**src/rtl/ex_mult_ctrl_pkg.sv**
```systemverilog
// Shared types and decode helpers for the execute-stage multiply sequencer.
package ex_mult_pkg;

    localparam int CHUNK_W_DEF = 8;

    typedef enum logic [2:0] {
        OP_MULT  = 3'b000,
        OP_MULTU = 3'b001,
        OP_MADD  = 3'b010,
        OP_MADDU = 3'b011,
        OP_MSUB  = 3'b100,
        OP_MSUBU = 3'b101,
        OP_MTHI  = 3'b110,
        OP_MTLO  = 3'b111
    } mult_op_t;

    typedef enum logic [1:0] {
        IDLE = 2'd0,
        CALC = 2'd1,
        FIX  = 2'd2
    } state_t;

    function automatic logic is_signed(mult_op_t op);
        return (op == OP_MULT) || (op == OP_MADD) || (op == OP_MSUB);
    endfunction

    function automatic logic is_acc(mult_op_t op);
        return (op == OP_MADD) || (op == OP_MADDU) || (op == OP_MSUB) || (op == OP_MSUBU);
    endfunction

    function automatic logic is_sub(mult_op_t op);
        return (op == OP_MSUB) || (op == OP_MSUBU);
    endfunction

endpackage

```
**src/rtl/ex_mult_ctrl_if.sv**
```systemverilog
// Request/result bundle between the execute stage and the multiply sequencer.
interface ex_mult_ctrl_if;
    import ex_mult_pkg::*;

    logic        Start;
    mult_op_t    Op;
    logic [31:0] A;
    logic [31:0] B;
    logic        Flush;
    logic        Busy;
    logic        Done;
    logic [31:0] Hi;
    logic [31:0] Lo;
    logic        Z;
    logic        N;

    modport master (output Start, Op, A, B, Flush,
                    input  Busy, Done, Hi, Lo, Z, N);
    modport slave  (input  Start, Op, A, B, Flush,
                    output Busy, Done, Hi, Lo, Z, N);
endinterface

```
**src/rtl/ex_mult_chunk.sv**
```systemverilog
// One 32xCHUNK_W unsigned partial product, placed at bit k*CHUNK_W of a 64-bit word.
module ex_mult_chunk
    import ex_mult_pkg::*;
#(
    parameter int CHUNK_W = CHUNK_W_DEF
) (
    input  logic [31:0]        i_a,
    input  logic [CHUNK_W-1:0] i_b,
    input  logic [3:0]         i_k,
    output logic [63:0]        o_p
);

    logic [31+CHUNK_W:0] w_pp;

    assign w_pp = {{CHUNK_W{1'b0}}, i_a} * {32'b0, i_b};
    assign o_p  = 64'(w_pp) << (i_k * CHUNK_W);

endmodule

```
**src/rtl/ex_mult_ctrl.sv**
```systemverilog
// Iterative multiply sequencer owning HI/LO; MADD/MSUB family enabled by EX_MULT_ACC_EN.
module ex_mult_ctrl
    import ex_mult_pkg::*;
#(
    parameter int CHUNK_W = CHUNK_W_DEF
) (
    input  logic          Clock,
    input  logic          Reset,
    ex_mult_ctrl_if.slave bus
);

    localparam int STEPS = 32 / CHUNK_W;

    state_t      r_state;
    logic [3:0]  r_step;
    logic [31:0] r_a;
    logic [31:0] r_b;
    logic        r_neg;
    logic [63:0] r_acc;
    logic        r_busy;
    logic        r_done;
    logic [31:0] r_hi;
    logic [31:0] r_lo;
    logic        r_z;
    logic        r_n;

    logic [63:0] w_pp;
    logic [63:0] w_prod;
    logic [63:0] w_new;
    logic        w_mult_op;
    logic        w_a_neg;
    logic        w_b_neg;
    logic [31:0] w_a_mag;
    logic [31:0] w_b_mag;

`ifdef EX_MULT_ACC_EN
    logic r_is_acc;
    logic r_is_sub;

    assign w_mult_op = (bus.Op == OP_MULT) || (bus.Op == OP_MULTU) || is_acc(bus.Op);
    assign w_new     = !r_is_acc ? w_prod :
                       r_is_sub  ? {r_hi, r_lo} - w_prod : {r_hi, r_lo} + w_prod;
`else
    // Accumulating op codes are not recognised here, so they fall through as no-ops.
    assign w_mult_op = (bus.Op == OP_MULT) || (bus.Op == OP_MULTU);
    assign w_new     = w_prod;
`endif

    assign w_a_neg = is_signed(bus.Op) && bus.A[31];
    assign w_b_neg = is_signed(bus.Op) && bus.B[31];
    assign w_a_mag = w_a_neg ? -bus.A : bus.A;
    assign w_b_mag = w_b_neg ? -bus.B : bus.B;
    assign w_prod  = r_neg ? -r_acc : r_acc;

    // r_b shifts down each CALC step so its low chunk is always the one for r_step.
    ex_mult_chunk #(.CHUNK_W(CHUNK_W)) u_chunk (
        .i_a (r_a),
        .i_b (r_b[CHUNK_W-1:0]),
        .i_k (r_step),
        .o_p (w_pp)
    );

    always_ff @(posedge Clock) begin
        if (Reset) begin
            r_state <= IDLE;
            r_step  <= '0;
            r_a     <= '0;
            r_b     <= '0;
            r_neg   <= 1'b0;
            r_acc   <= '0;
            r_busy  <= 1'b0;
            r_done  <= 1'b0;
            r_hi    <= '0;
            r_lo    <= '0;
            r_z     <= 1'b0;
            r_n     <= 1'b0;
`ifdef EX_MULT_ACC_EN
            r_is_acc <= 1'b0;
            r_is_sub <= 1'b0;
`endif
        end else begin
            r_done <= 1'b0;
            case (r_state)
                IDLE: begin
                    if (bus.Start && !bus.Flush) begin
                        if (bus.Op == OP_MTHI) begin
                            r_hi   <= bus.A;
                            r_done <= 1'b1;
                        end else if (bus.Op == OP_MTLO) begin
                            r_lo   <= bus.A;
                            r_done <= 1'b1;
                        end else if (w_mult_op) begin
                            r_a     <= w_a_mag;
                            r_b     <= w_b_mag;
                            r_neg   <= w_a_neg ^ w_b_neg;
                            r_acc   <= '0;
                            r_step  <= '0;
                            r_busy  <= 1'b1;
                            r_state <= CALC;
`ifdef EX_MULT_ACC_EN
                            r_is_acc <= is_acc(bus.Op);
                            r_is_sub <= is_sub(bus.Op);
`endif
                        end
                    end
                end
                CALC: begin
                    if (bus.Flush) begin
                        r_busy  <= 1'b0;
                        r_state <= IDLE;
                    end else begin
                        r_acc  <= r_acc + w_pp;
                        r_b    <= r_b >> CHUNK_W;
                        r_step <= r_step + 4'd1;
                        if (r_step == 4'(STEPS - 1))
                            r_state <= FIX;
                    end
                end
                FIX: begin
                    r_busy  <= 1'b0;
                    r_state <= IDLE;
                    if (!bus.Flush) begin
                        r_hi   <= w_new[63:32];
                        r_lo   <= w_new[31:0];
                        r_z    <= (w_new == 64'd0);
                        r_n    <= w_new[63];
                        r_done <= 1'b1;
                    end
                end
                default: begin
                    r_busy  <= 1'b0;
                    r_state <= IDLE;
                end
            endcase
        end
    end

    // The pipeline stalls on Busy, so a Start here means the stall logic upstream is broken.
    a_no_start_while_busy: assert property (@(posedge Clock) disable iff (Reset)
        !(bus.Start && (r_state != IDLE)));

    assign bus.Busy = r_busy;
    assign bus.Done = r_done;
    assign bus.Hi   = r_hi;
    assign bus.Lo   = r_lo;
    assign bus.Z    = r_z;
    assign bus.N    = r_n;

endmodule

```
**src/flat_wrapper.sv**
```systemverilog
// flat-port wrapper written by rule: the top's interface ports become plain ports
module ex_mult_ctrl_flat import ex_mult_pkg::*;
#(
    parameter int CHUNK_W = CHUNK_W_DEF
)
  (Clock, Reset, bus_Start, bus_Op, bus_A, bus_B, bus_Flush, bus_Busy, bus_Done, bus_Hi, bus_Lo, bus_Z, bus_N);
  ex_mult_ctrl_if bus_i ();
  input  logic Clock;
  input  logic Reset;
  input wire logic [$bits(bus_i.Start)-1:0] bus_Start;
  input wire logic [$bits(bus_i.Op)-1:0] bus_Op;
  input wire logic [$bits(bus_i.A)-1:0] bus_A;
  input wire logic [$bits(bus_i.B)-1:0] bus_B;
  input wire logic [$bits(bus_i.Flush)-1:0] bus_Flush;
  output wire logic [$bits(bus_i.Busy)-1:0] bus_Busy;
  output wire logic [$bits(bus_i.Done)-1:0] bus_Done;
  output wire logic [$bits(bus_i.Hi)-1:0] bus_Hi;
  output wire logic [$bits(bus_i.Lo)-1:0] bus_Lo;
  output wire logic [$bits(bus_i.Z)-1:0] bus_Z;
  output wire logic [$bits(bus_i.N)-1:0] bus_N;
  assign bus_i.Start = bus_Start;
  assign bus_i.Op = bus_Op;
  assign bus_i.A = bus_A;
  assign bus_i.B = bus_B;
  assign bus_i.Flush = bus_Flush;
  assign bus_Busy = bus_i.Busy;
  assign bus_Done = bus_i.Done;
  assign bus_Hi = bus_i.Hi;
  assign bus_Lo = bus_i.Lo;
  assign bus_Z = bus_i.Z;
  assign bus_N = bus_i.N;
  ex_mult_ctrl #(.CHUNK_W(CHUNK_W)) u_core (.Clock(Clock), .Reset(Reset), .bus(bus_i));
endmodule
```
**config.mk**
```make
export PLATFORM = sky130hd
export DESIGN_NAME = ex_mult_ctrl_flat
export DESIGN_NICKNAME = d
export VERILOG_FILES = /design/src/rtl/ex_mult_ctrl_pkg.sv /design/src/rtl/ex_mult_ctrl_if.sv /design/src/rtl/ex_mult_chunk.sv /design/src/rtl/ex_mult_ctrl.sv /design/src/flat_wrapper.sv
export SDC_FILE = /design/constraint.sdc
export NUM_CORES = 1
export LEC_CHECK = 0
export BUFFER_PORTS_ARGS = -buffer_cell sky130_fd_sc_hd__buf_2
export CAP_MARGIN = 25
export CORE_MARGIN = 4
export CORE_UTILIZATION = 45
export DETAILED_ROUTE_END_ITERATION = 12
export PLACE_DENSITY = 0.66
export RECOVER_POWER = 50
export SLEW_MARGIN = 20
export SYNTH_ARGS = -nofsm -noshare
export SYNTH_HDL_FRONTEND = slang
export SYNTH_SLANG_ARGS = --single-unit
```
**constraint.sdc**
```tcl
create_clock -name Clock -period 15.6 [get_ports Clock]
set_input_delay 2.34 -clock Clock [delete_from_list [all_inputs] [get_ports Clock]]
set_output_delay 2.34 -clock Clock [all_outputs]
set_load 0.03 [all_outputs]
```
==> metrics.txt, run 1 <==
# TYPE chip_impl_metric gauge
chip_impl_info{name="tritoncts_clock_tree",value="built"} 1
chip_impl_metric{name="core_area",unit="µm²"} 51500
chip_impl_metric{name="min_path_cells",unit=""} 2
chip_impl_metric{name="layout_min_cycle_time",unit="ns"} 9.43
chip_impl_info{name="critPathKind",value="register to register"} 1
chip_impl_metric{name="netlist_instances",unit=""} 3045
chip_impl_metric{name="maximum_level_of_the_cts_h_tree",unit=""} 1
chip_impl_metric{name="syn_area",unit="µm²"} 23500
chip_impl_metric{name="post_route_cells_drive_above_1_share",unit="%"} 6.02
chip_impl_metric{name="drc_errors",unit=""} 0
chip_impl_metric{name="post_synth_and_or_nand_nor_area_fraction",unit="%"} 22.1
chip_impl_metric{name="seq_area_frac_synth",unit="%"} 17.3
chip_impl_info{name="synth-main-ff-cell",value="dfxtp_1"} 1
chip_impl_metric{name="postSynth.asyncResetShare",unit="%"} 0
chip_impl_metric{name="grt_max_degree",unit=""} 108
chip_impl_metric{name="worst_slew_margin_rel",unit="%"} -214
chip_impl_metric{name="cts-root-to-sink-buffers",unit=""} 3
chip_impl_info{name="status",value="finished, violations left"} 1
chip_impl_metric{name="synthMuxAreaShare",unit="%"} 0.997
chip_impl_metric{name="hpwlAfterDp",unit="mm"} 67.9
chip_impl_metric{name="num-nets-final",unit=""} 3449
chip_impl_metric{name="route.detailed.vias_per_inst",unit=""} 6.05
chip_impl_metric{name="final_hold_viol_count",unit=""} 0
chip_impl_metric{name="area_growth_syn_to_layout",unit="%"} 8.42
chip_impl_metric{name="max_cap_viol_count",unit=""} 2
chip_impl_metric{name="path_max_fanout",unit=""} 20
chip_impl_metric{name="whs",unit="ns"} 0.490
chip_impl_metric{name="die_width",unit="µm"} 236
chip_impl_info{name="violated_checks",value="capacitance limit, slew limit"} 1
chip_impl_metric{name="drt_iter0_markers",unit=""} 2436
chip_impl_metric{name="postRouteWirelength",unit="mm"} 86.4
chip_impl_metric{name="area_share_of_xor_xnor_cells_in_the_synthesized_design",unit="%"} 7.65
chip_impl_metric{name="worstRegToRegCells",unit=""} 31
chip_impl_metric{name="finalWeightedCongestion",unit=""} 1.00
chip_impl_info{name="endpoint_of_the_worst_register_to_register_path",value="u_core.r_acc[60]"} 1
chip_impl_metric{name="final.period_utilization",unit="%"} 60.5
chip_impl_metric{name="postLayoutCoreUtil",unit="%"} 49.4
chip_impl_metric{name="grt_util_all_layers",unit="%"} 29.7
chip_impl_metric{name="timing.critical_path.slowest_cell_delay",unit="ns"} 0.60
chip_impl_metric{name="detail_route.wl_per_cell",unit="µm"} 22.9
chip_impl_info{name="layout_commonest_cell",value="nor2_1"} 1
chip_impl_metric{name="slew_violations",unit=""} 183
chip_impl_metric{name="grt-ovfl-total",unit=""} 0
chip_impl_metric{name="postSynthNetCount",unit=""} 3424
chip_impl_metric{name="chipHeight",unit="µm"} 236
chip_impl_metric{name="ios",unit=""} 139
chip_impl_metric{name="cts.repair.resized",unit=""} 0
chip_impl_metric{name="hold_buffers",unit=""} 0
chip_impl_info{name="rsz_0062_raised_after_global_routing",value="no"} 1
chip_impl_info{name="clock-root-buffer",value="clkbuf_16"} 1
chip_impl_metric{name="grt_first_pass_wirelength",unit="mm"} 132
chip_impl_metric{name="worstPathRequired",unit="ns"} 16.02
chip_impl_metric{name="worst_path_arrival",unit="ns"} 9.85
chip_impl_metric{name="pwr_density_cell",unit="nW/µm²"} 52.0
chip_impl_info{name="hold_path_class",value="register to register"} 1
chip_impl_metric{name="cts_num_sinks",unit=""} 203
chip_impl_metric{name="initial_core_util",unit="%"} 45.5
chip_impl_metric{name="detailroute.via_count",unit=""} 22900
chip_impl_metric{name="route.antenna.remaining_nets",unit=""} 0
chip_impl_metric{name="syn_warnings",unit=""} 0
chip_impl_metric{name="io_buffers",unit=""} 138
chip_impl_metric{name="leakagePower",unit="nW"} 11.6
chip_impl_info{name="final_cell_mix",value="361 x nor2_1, 246 x nand2_1, 243 x inv_1"} 1
chip_impl_metric{name="layout.filler_cells",unit=""} 5146
chip_impl_metric{name="max_freq",unit="MHz"} 106
chip_impl_info{name="timing.hold.worst_endpoint",value="u_core.bus.Lo[11]"} 1
chip_impl_metric{name="antenna_violations_before_repair",unit=""} 6
chip_impl_metric{name="synth_area_per_cell",unit="µm²"} 7.70
chip_impl_metric{name="fin_worst_skew",unit="ns"} 0.0277
chip_impl_metric{name="synth-compound-area-share",unit="%"} 23.2
chip_impl_metric{name="synth-edff-count",unit=""} 0
chip_impl_metric{name="placementRows",unit=""} 83
chip_impl_metric{name="number_of_library_cell_types_mapped_by_synthesis",unit=""} 83
chip_impl_metric{name="firstDrtPassIters",unit=""} 6
chip_impl_info{name="timing.rr.start",value="u_core.r_b[4]"} 1
chip_impl_info{name="timing.critical_path.to_type",value="register"} 1
chip_impl_metric{name="numCtsBuffers",unit=""} 25
chip_impl_info{name="largest_family_of_logic_cells_by_synthesized_area",value="compound AO/OA/AOI/OAI gates"} 1
chip_impl_metric{name="max-vdd-ir-drop",unit="mV"} 0.0703
chip_impl_metric{name="worst_setup_hold_path_clk_slew",unit="ns"} 0.07
chip_impl_metric{name="clk-insertion-delay-late",unit="ns"} 0.57
chip_impl_metric{name="worst_slew_pin_slew",unit="ns"} 4.70
chip_impl_metric{name="die_area",unit="µm²"} 55800
chip_impl_metric{name="setup_violations",unit=""} 0
chip_impl_metric{name="fin_ws",unit="ns"} 6.17
chip_impl_metric{name="ys_ff_latch",unit=""} 203
chip_impl_info{name="crit_path_frequent_cell",value="fa_1"} 1
chip_impl_metric{name="dp_slack",unit="ns"} 6.38
chip_impl_metric{name="post_cts_buffers",unit=""} 0
chip_impl_metric{name="setup_total_negative_slack",unit="ns"} 0
chip_impl_metric{name="first_global_vias",unit=""} 21800
chip_impl_info{name="worstSetupStartpointType",value="register"} 1
chip_impl_info{name="min-delay-start",value="u_core.bus.Lo[11]"} 1
chip_impl_info{name="cpMaxStageDelayCell",value="dfxtp_1"} 1
chip_impl_metric{name="ff2ff_setup_slack",unit="ns"} 6.17
chip_impl_metric{name="synthAdderAreaFrac",unit="%"} 22.2
logic make-up after synthesis:
kind of cell,Yosys count
simple gates,1068
xor+xnor,205
fa+ha+maj,308
compound gates,830
buf+inv,410
mux,21
flops,203
where the power goes:
part           internal [mW]  switching, mW  total (mW)
sequential             0.526         0.0130       0.539
clock                  0.390          0.249       0.639
combinational         0.0439         0.0994       0.143
sequential cells by signal (all words and copies together) (netlist names):
register         count
u_core.bus.Z         1
u_core.r_b          32
u_core.bus.N         1
u_core.r_neg         1
u_core.bus.Hi       32
u_core.r_state       2
u_core.r_step        4
u_core.r_a          32
u_core.bus.Lo       32
u_core.r_acc        64
u_core.bus.Done      1
u_core.bus.Busy      1
final cells by class:
class	instances	area [µm²]	area share (%)
flip-flops and latches	203	4070	16.0
multi-input cells	2432	17900	70.3
well taps	680	851	3.34
clock buffers	33	716	2.81
inverters	244	916	3.60
clock inverters	13	183	0.718
diodes	5	12.5	0.0492
repair buffers	164	801	3.15
through the flow:
stage | area, µm² | std cells | power [mW]
6_report | 25400 | 3774 | 1.32
4_1_cts | 25500 | 3768 | 1.33
2_1_floorplan | 23500 | 3045 | 0.632
3_3_place_gp | 24600 | 3721 | 0.689
5_1_grt | 25400 | 3774 | 1.37
3_5_place_dp | 24600 | 3722 | 0.691
worst max path at each step:
stage | startpoint | cells past startpoint | end
2_1_floorplan | u_core.r_b[7] | 32 | u_core.r_acc[61]
5_1_grt | u_core.r_b[4] | 31 | u_core.r_acc[60]
3_3_place_gp | u_core.r_b[4] | 29 | u_core.r_acc[61]
6_report | u_core.r_b[4] | 31 | u_core.r_acc[60]
4_1_cts | u_core.r_b[4] | 31 | u_core.r_acc[60]
3_5_place_dp | u_core.r_b[4] | 31 | u_core.r_acc[60]
Yosys cell counts (6+ instances only):
| master | n | share of area, % |
|---|---|---|
| a211oi_1 | 125 | 4.0 |
| a21boi_0 | 8 | 0.26 |
| a21o_1 | 62 | 2.0 |
| a21oi_1 | 227 | 4.8 |
| a22o_1 | 6 | 0.22 |
| a22oi_1 | 45 | 1.4 |
| a31oi_1 | 21 | 0.56 |
| a32o_1 | 9 | 0.38 |
| a32oi_1 | 10 | 0.37 |
| and2_1 | 219 | 5.8 |
| and3_1 | 15 | 0.40 |
| and4_1 | 10 | 0.37 |
| buf_1 | 10 | 0.16 |
| clkbuf_1 | 155 | 2.5 |
| dfxtp_1 | 203 | 17 |
| fa_1 | 181 | 15 |
| ha_1 | 127 | 6.8 |
| inv_1 | 243 | 3.9 |
| mux2i_1 | 14 | 0.60 |
| nand2_1 | 247 | 4.0 |
| nand2b_1 | 10 | 0.27 |
| nand3_1 | 34 | 0.73 |
| nand4_1 | 24 | 0.64 |
| nor2_1 | 363 | 5.8 |
| nor2b_1 | 11 | 0.29 |
| nor3_1 | 44 | 0.94 |
| nor4_1 | 15 | 0.40 |
| o211ai_1 | 11 | 0.35 |
| o21a_1 | 16 | 0.51 |
| o21ai_0 | 143 | 3.1 |
| o21bai_1 | 20 | 0.64 |
| o22ai_1 | 11 | 0.29 |
| o31a_1 | 8 | 0.30 |
| o31ai_1 | 32 | 1.0 |
| o41ai_1 | 14 | 0.52 |
| or2_2 | 12 | 0.32 |
| or3_1 | 27 | 0.72 |
| or4_1 | 10 | 0.32 |
| or4_4 | 6 | 0.29 |
| xnor2_1 | 76 | 2.8 |
| xor2_1 | 129 | 4.8 |
worst max-delay path: cells and delay by family (launching register included):
kind,cells,cell delay [ns]
DFF,1,0.60
xor gates and xnor gates,2,0.46
muxes,1,0.24
and+or+nand+nor,6,1.18
AOI/OAI and AO/OA,12,3.44
buffers and inverters,4,0.50
adders and majority gates,6,2.81
routing by layer:
metal	track usage [%]	up-vias	wire length, µm
met5	0	-	18
met4	11.0	4	3820
met3	3.53	178	6040
met2	47.6	946	39500
met1	41.3	11100	37100
li1	-	10600	-
No activity file was read; power rests on OpenSTA's default activity.
==> inputs of run 2 (changes only) <==
Settings changed: PLACE_DENSITY 0.66 to 0.68.
Clock period 15.6 ns to 8.3 ns, I/O delays scaled along.
==> metrics.txt, run 2 (same netlist as run 1, synthesis figures left out) <==
# TYPE chip_impl_metric gauge
chip_impl_info{name="status",value="finished, violations left"} 1
chip_impl_info{name="violated_checks",value="capacitance limit, slew limit"} 1
chip_impl_metric{name="seq_pwr_share",unit="%"} 39.6
chip_impl_metric{name="detailroute.via_count",unit=""} 24300
chip_impl_metric{name="slew_violations",unit=""} 194
chip_impl_info{name="top_register",value="u_core.r_acc"} 1
chip_impl_metric{name="first_global_vias",unit=""} 23200
chip_impl_metric{name="largest_register_ff_count",unit=""} 64
chip_impl_metric{name="worstPathRequired",unit="ns"} 8.76
chip_impl_info{name="crit_path_frequent_cell",value="buf_4"} 1
chip_impl_metric{name="antenna_violations_before_repair",unit=""} 7
chip_impl_metric{name="final_hold_viol_count",unit=""} 0
chip_impl_metric{name="power_switching",unit="mW"} 0.727
chip_impl_metric{name="numCtsBuffers",unit=""} 25
chip_impl_info{name="tritoncts_clock_tree",value="built"} 1
chip_impl_metric{name="timing.critical_path.slowest_cell_delay",unit="ns"} 0.60
chip_impl_metric{name="worst_path_arrival",unit="ns"} 8.56
chip_impl_metric{name="die_width",unit="µm"} 236
chip_impl_metric{name="instances_no_fill",unit=""} 4092
chip_impl_metric{name="worst_setup_hold_path_clk_slew",unit="ns"} 0.07
chip_impl_info{name="final_cell_mix",value="354 x nor2_1, 329 x buf_4, 245 x nand2_1"} 1
chip_impl_metric{name="post_route_cells_drive_above_1_share",unit="%"} 17.5
chip_impl_metric{name="setup_total_negative_slack",unit="ns"} 0
chip_impl_info{name="timing.critical_path.to_type",value="register"} 1
chip_impl_info{name="hold_path_class",value="register to register"} 1
chip_impl_metric{name="detail_route.wl_per_cell",unit="µm"} 22.2
chip_impl_metric{name="critical_path_buf_inv_count",unit=""} 6
chip_impl_metric{name="path_max_fanout",unit=""} 6
chip_impl_metric{name="io_buffers",unit=""} 138
chip_impl_metric{name="max-vdd-ir-drop",unit="mV"} 0.138
chip_impl_metric{name="drc_errors",unit=""} 0
chip_impl_metric{name="max_freq",unit="MHz"} 123
chip_impl_metric{name="initial_core_util",unit="%"} 45.5
chip_impl_info{name="worstSetupStartpointType",value="register"} 1
chip_impl_metric{name="maximum_level_of_the_cts_h_tree",unit=""} 1
chip_impl_metric{name="route.detailed.vias_per_inst",unit=""} 5.94
chip_impl_metric{name="fin_worst_skew",unit="ns"} 0.0144
chip_impl_metric{name="drt_iter0_markers",unit=""} 2257
chip_impl_metric{name="num-nets-final",unit=""} 3768
chip_impl_metric{name="cts-root-to-sink-buffers",unit=""} 3
chip_impl_metric{name="clk-insertion-delay-late",unit="ns"} 0.57
chip_impl_metric{name="setup_violations",unit=""} 0
chip_impl_metric{name="ios",unit=""} 139
chip_impl_info{name="critPathKind",value="register to register"} 1
chip_impl_info{name="clock-root-buffer",value="clkbuf_16"} 1
chip_impl_metric{name="postRouteWirelength",unit="mm"} 91.0
chip_impl_metric{name="hold_buffers",unit=""} 0
chip_impl_info{name="cpMaxStageDelayCell",value="fa_2"} 1
chip_impl_metric{name="netSwitchingFraction",unit="%"} 28.6
chip_impl_metric{name="internal_power",unit="mW"} 1.81
chip_impl_metric{name="share_clk_of_total_power",unit="%"} 47.7
chip_impl_metric{name="leakagePower",unit="nW"} 13.3
chip_impl_info{name="timing.critical_path.max_delay_family",value="adder cells"} 1
chip_impl_metric{name="worst_slew_pin_slew",unit="ns"} 3.87
chip_impl_metric{name="chipHeight",unit="µm"} 236
chip_impl_metric{name="grt_util_all_layers",unit="%"} 30.8
chip_impl_metric{name="route.antenna.remaining_nets",unit=""} 0
chip_impl_metric{name="grt_first_pass_wirelength",unit="mm"} 136
chip_impl_metric{name="pwr_density_cell",unit="nW/µm²"} 89.4
chip_impl_metric{name="area_growth_syn_to_layout",unit="%"} 21.1
chip_impl_metric{name="placementRows",unit=""} 83
chip_impl_metric{name="cts_num_sinks",unit=""} 203
chip_impl_metric{name="comb_power_share",unit="%"} 12.7
chip_impl_metric{name="max_cap_viol_count",unit=""} 3
chip_impl_metric{name="postLayoutCoreUtil",unit="%"} 55.2
chip_impl_metric{name="die_area",unit="µm²"} 55800
chip_impl_metric{name="core_area",unit="µm²"} 51500
chip_impl_metric{name="place_inst",unit=""} 4026
chip_impl_metric{name="worst_slew_margin_rel",unit="%"} -158
chip_impl_info{name="layout_commonest_cell",value="nor2_1"} 1
chip_impl_metric{name="grt-ovfl-total",unit=""} 0
chip_impl_metric{name="layout_min_cycle_time",unit="ns"} 8.10
chip_impl_metric{name="grt_max_degree",unit=""} 98
chip_impl_metric{name="hpwlAfterDp",unit="mm"} 72.6
chip_impl_metric{name="firstDrtPassIters",unit=""} 6
chip_impl_metric{name="finalWeightedCongestion",unit=""} 1.02
chip_impl_metric{name="final.period_utilization",unit="%"} 97.6
-- run 2: cell count changes in the layout (fill, tap and decap cells not counted), moves of 7 or more --
cell | before | now
o21ai_1 | 3 | 16
o21ai_0 | 142 | 121
ha_1 | 127 | 120
buf_12 | 0 | 9
a21oi_1 | 227 | 210
o21ai_2 | 0 | 8
dfxtp_2 | 1 | 10
nor2_1 | 361 | 354
dfxtp_1 | 202 | 191
buf_4 | 23 | 329
a21oi_2 | 0 | 17
-- run 2: worst paths after layout --
kind                                       start                to  slack (ns)  depth (start not counted)
worst max-delay path              u_core.r_a[14]  u_core.r_acc[61]        0.20                         33
worst min-delay path            u_core.bus.Lo[0]  u_core.bus.Lo[0]        0.49                          2
worst max register to register    u_core.r_a[14]  u_core.r_acc[61]        0.20                         33
worst min register to register  u_core.bus.Lo[0]  u_core.bus.Lo[0]        0.49                          2
-- run 2: metal layers --
metal / part of all wire, % / track usage, % / up-vias
met3: 7.3 / 3.89 / 234
met4: 5.6 / 14.9 / 4
met1: 40 / 40.3 / 11800
li1: - / - / 11200
met2: 47 / 50.6 / 1027
met5: 0.030 / 0 / -
-- run 2: repair_timing --
item,in CTS,in global routing
buffers inserted,2,14
cloned,0,0
pin swaps,4,63
resized for setup,16,118
endpoints found under the setup margin,12,22
-- run 2: through the flow --
stage	hold slack, ns	total power, mW	setup slack (ns)	cell area, µm²
after global placement	0.466	1.33	-0.177	27000
after floorplan	0.454	1.19	0.501	23500
after CTS	0.486	2.55	0.0125	28000
final	0.491	2.54	0.201	28400
after detailed placement	0.472	1.34	-0.174	27000
after global routing	0.516	2.62	-0.0739	28400
-- run 2: final cells by class --
class / instances / area [µm²]
Antenna cell: 5 / 12.5
Timing Repair Buffer: 483 / 3310
Sequential cell: 203 / 4080
Clock buffer: 29 / 671
Tap cell: 680 / 851
Fill cell: 4984 / 23100
Clock inverter: 16 / 219
Multi-Input combinational cell: 2432 / 18300
Inverter: 244 / 916
-- run 2: power by group through the flow --
stage                     clock, mW  sequential, mW  combinational, mW
final                          1.21            1.01              0.322
after global routing           1.27            1.01              0.343
after CTS                      1.23            1.01              0.313
after detailed placement          0            1.03              0.311
after global placement            0            1.03              0.305
after floorplan                   0            1.03              0.159
-- run 2: worst min-delay path, stage by stage (launching register included) --
cell,delay [ns]
dfxtp_1,0.33
a21oi_1,0.06
nor2_1,0.07
==> inputs of run 3 (changes only) <==
Settings changed: CORE_MARGIN 4 to 3.
==> metrics.txt, run 3 (same netlist as run 1, synthesis figures left out) <==
# TYPE chip_impl_metric gauge
chip_impl_metric{name="worst_setup_hold_path_clk_slew",unit="ns"} 0.06
chip_impl_metric{name="internal_power",unit="mW"} 1.81
chip_impl_metric{name="slew_violations",unit=""} 316
chip_impl_metric{name="instances_no_fill",unit=""} 4054
chip_impl_info{name="critical_path.endpoint",value="u_core.r_acc[61]"} 1
chip_impl_metric{name="firstDrtPassIters",unit=""} 6
chip_impl_metric{name="worst_slew_margin_rel",unit="%"} -117
chip_impl_metric{name="die_width",unit="µm"} 234
chip_impl_metric{name="max-vdd-ir-drop",unit="mV"} 0.183
chip_impl_metric{name="crit_cells",unit=""} 33
chip_impl_info{name="violated_checks",value="capacitance limit, slew limit"} 1
chip_impl_metric{name="setup_violations",unit=""} 0
chip_impl_metric{name="num-nets-final",unit=""} 3730
chip_impl_metric{name="initial_core_util",unit="%"} 45.6
chip_impl_info{name="critPathKind",value="register to register"} 1
chip_impl_metric{name="leakagePower",unit="nW"} 13.1
chip_impl_metric{name="comb_power_share",unit="%"} 12.4
chip_impl_info{name="endpoint_of_the_worst_register_to_register_path",value="u_core.r_acc[61]"} 1
chip_impl_metric{name="route.antenna.remaining_nets",unit=""} 0
chip_impl_metric{name="drt_iter0_markers",unit=""} 2197
chip_impl_metric{name="place_inst",unit=""} 3992
chip_impl_info{name="tritoncts_clock_tree",value="built"} 1
chip_impl_info{name="top_register",value="u_core.r_acc"} 1
chip_impl_info{name="hold_path_class",value="register to register"} 1
chip_impl_metric{name="share_clk_of_total_power",unit="%"} 47.7
chip_impl_metric{name="die_area",unit="µm²"} 54900
chip_impl_metric{name="maximum_level_of_the_cts_h_tree",unit=""} 1
chip_impl_metric{name="hpwlAfterDp",unit="mm"} 71.6
chip_impl_metric{name="route.detailed.vias_per_inst",unit=""} 5.94
chip_impl_metric{name="area_growth_syn_to_layout",unit="%"} 20.0
chip_impl_metric{name="detail_route.wl_per_cell",unit="µm"} 22.3
chip_impl_metric{name="final_cell_area",unit="µm²"} 28100
chip_impl_metric{name="worst_slew_pin_slew",unit="ns"} 3.26
chip_impl_info{name="timing.critical_path.max_delay_family",value="adder cells"} 1
chip_impl_info{name="rsz_0062_raised_after_global_routing",value="yes"} 1
chip_impl_metric{name="worstRegToRegCells",unit=""} 33
chip_impl_metric{name="max_freq",unit="MHz"} 124
chip_impl_metric{name="grt_max_degree",unit=""} 108
chip_impl_metric{name="netSwitchingFraction",unit="%"} 28.4
chip_impl_metric{name="numCtsBuffers",unit=""} 26
chip_impl_metric{name="io_buffers",unit=""} 138
chip_impl_metric{name="post_route_cells_drive_above_1_share",unit="%"} 16.7
chip_impl_metric{name="timing.critical_path.slowest_cell_delay",unit="ns"} 0.55
chip_impl_metric{name="power_switching",unit="mW"} 0.718
chip_impl_metric{name="setup_total_negative_slack",unit="ns"} 0
chip_impl_metric{name="critical_path_buf_inv_count",unit=""} 6
chip_impl_metric{name="final_hold_viol_count",unit=""} 0
chip_impl_info{name="layout_commonest_cell",value="nor2_1"} 1
chip_impl_info{name="status",value="finished, violations left"} 1
chip_impl_metric{name="finalWeightedCongestion",unit=""} 1.03
chip_impl_metric{name="core_area",unit="µm²"} 51400
chip_impl_metric{name="pwr_density_cell",unit="nW/µm²"} 89.7
chip_impl_metric{name="hold_buffers",unit=""} 0
chip_impl_metric{name="chipHeight",unit="µm"} 234
chip_impl_info{name="final_cell_mix",value="356 x nor2_1, 294 x buf_4, 242 x inv_1, 242 x nand2_1, 219 x and2_1"} 1
chip_impl_info{name="timing.rr.start",value="u_core.r_b[7]"} 1
chip_impl_metric{name="postLayoutCoreUtil",unit="%"} 54.7
chip_impl_info{name="launch_point_of_the_critical_path",value="u_core.r_b[7]"} 1
chip_impl_metric{name="drc_errors",unit=""} 0
chip_impl_metric{name="first_global_vias",unit=""} 23100
chip_impl_info{name="clock-root-buffer",value="clkbuf_16"} 1
chip_impl_metric{name="worstPathRequired",unit="ns"} 8.75
chip_impl_metric{name="grt_first_pass_wirelength",unit="mm"} 135
chip_impl_metric{name="fin_worst_skew",unit="ns"} 0.0253
chip_impl_info{name="cpMaxStageDelayCell",value="fa_1"} 1
chip_impl_metric{name="postRouteWirelength",unit="mm"} 90.2
chip_impl_metric{name="placementRows",unit=""} 83
chip_impl_metric{name="antenna_violations_before_repair",unit=""} 9
chip_impl_metric{name="ff2ff_setup_slack",unit="ns"} 0.24
chip_impl_metric{name="cts-root-to-sink-buffers",unit=""} 3
chip_impl_metric{name="detailroute.via_count",unit=""} 24100
chip_impl_metric{name="seq_pwr_share",unit="%"} 40.0
chip_impl_info{name="crit_path_frequent_cell",value="fa_1"} 1
chip_impl_metric{name="worst_path_arrival",unit="ns"} 8.51
chip_impl_metric{name="clk-insertion-delay-late",unit="ns"} 0.57
chip_impl_metric{name="finalPower",unit="mW"} 2.53
chip_impl_metric{name="detailed_place.area",unit="µm²"} 26700
chip_impl_metric{name="path_max_fanout",unit=""} 16
chip_impl_metric{name="grt_util_all_layers",unit="%"} 31.9
chip_impl_metric{name="cts_num_sinks",unit=""} 203
chip_impl_info{name="worstSetupStartpointType",value="register"} 1
chip_impl_info{name="timing.critical_path.to_type",value="register"} 1
chip_impl_metric{name="grt-ovfl-total",unit=""} 0
chip_impl_metric{name="layout_min_cycle_time",unit="ns"} 8.06
chip_impl_metric{name="max_cap_viol_count",unit=""} 5
chip_impl_metric{name="ios",unit=""} 139
chip_impl_metric{name="largest_register_ff_count",unit=""} 64
chip_impl_metric{name="final.period_utilization",unit="%"} 97.1
chip_impl_metric{name="min_path_cells",unit=""} 2
==> run 3: changes by cell type in the layout (fill, tap and decap cells not counted), moves of 3 or more <==
cell and delta:
nand2_1 -3, nor3_2 +4, clkinvlp_4 +4, nand2_2 +3, o21ai_2 -4, o21ai_1 +6, buf_12 -3, buf_4 -35
==> run 3: timing repair <==
action | CTS | global route
buffers inserted | 1 | 9
resized for setup | 25 | 119
setup endpoints to repair | 18 | 26
endpoints found under the hold margin | 0 | 0
pin swaps | 5 | 52
==> run 3: metal layers <==
layer,global-route usage (%),part of all wire [%],up-vias
met5,0,0.043,-
met4,14.6,5.5,6
met3,5.10,7.1,237
met2,51.8,46,985
met1,41.7,41,11700
li1,-,-,11200
==> run 3: worst reg2reg max path, delay by kind of cell, from the launching register on <==
| family | cells | cell delay (ns) |
|---|---|---|
| and+or+nand+nor | 6 | 0.82 |
| buffers and inverters | 6 | 0.68 |
| DFF | 1 | 0.37 |
| adders and majority gates | 6 | 2.86 |
| muxes | 1 | 0.30 |
| AOI/OAI and AO/OA | 13 | 2.82 |
| xor gates and xnor gates | 1 | 0.11 |
==> run 3: how the worst min path moves through the flow <==
stage	slack, ns	end	startpoint
final	0.48	u_core.bus.Lo[0]	u_core.bus.Lo[0]
after CTS	0.48	u_core.bus.Lo[0]	u_core.bus.Lo[0]
after floorplan	0.45	u_core.r_b[31]	u_core.r_b[31]
after detailed placement	0.47	u_core.bus.Lo[0]	u_core.bus.Lo[0]
after global placement	0.47	u_core.bus.Hi[6]	u_core.bus.Hi[6]
after global routing	0.51	u_core.r_b[31]	u_core.r_b[31]
==> run 3: cell type report <==
cell class / instances / area [µm²]
repair buffers: 444 / 2970
clock buffers: 29 / 672
multi-input cells: 2432 / 18400
well taps: 680 / 851
diodes: 4 / 10.0
clock inverters: 18 / 221
flip-flops and latches: 203 / 4080
fillers: 4907 / 23300
inverters: 244 / 916
==> run 3: stage by stage <==
stage / hold WS (ns) / setup WS, ns
3_5_place_dp: 0.470 / -0.467
3_3_place_gp: 0.467 / -0.385
4_1_cts: 0.483 / 0.00339
5_1_grt: 0.512 / -0.0563
6_report: 0.482 / 0.242
2_1_floorplan: 0.454 / 0.501
==> run 3: power by group through the flow <==
stage                     sequential [mW]  combinational [mW]  clock, mW
after global placement               1.03               0.295          0
after CTS                            1.01               0.301       1.22
after floorplan                      1.03               0.159          0
final                                1.01               0.312       1.20
after global routing                 1.01               0.334       1.26
after detailed placement             1.03               0.299          0
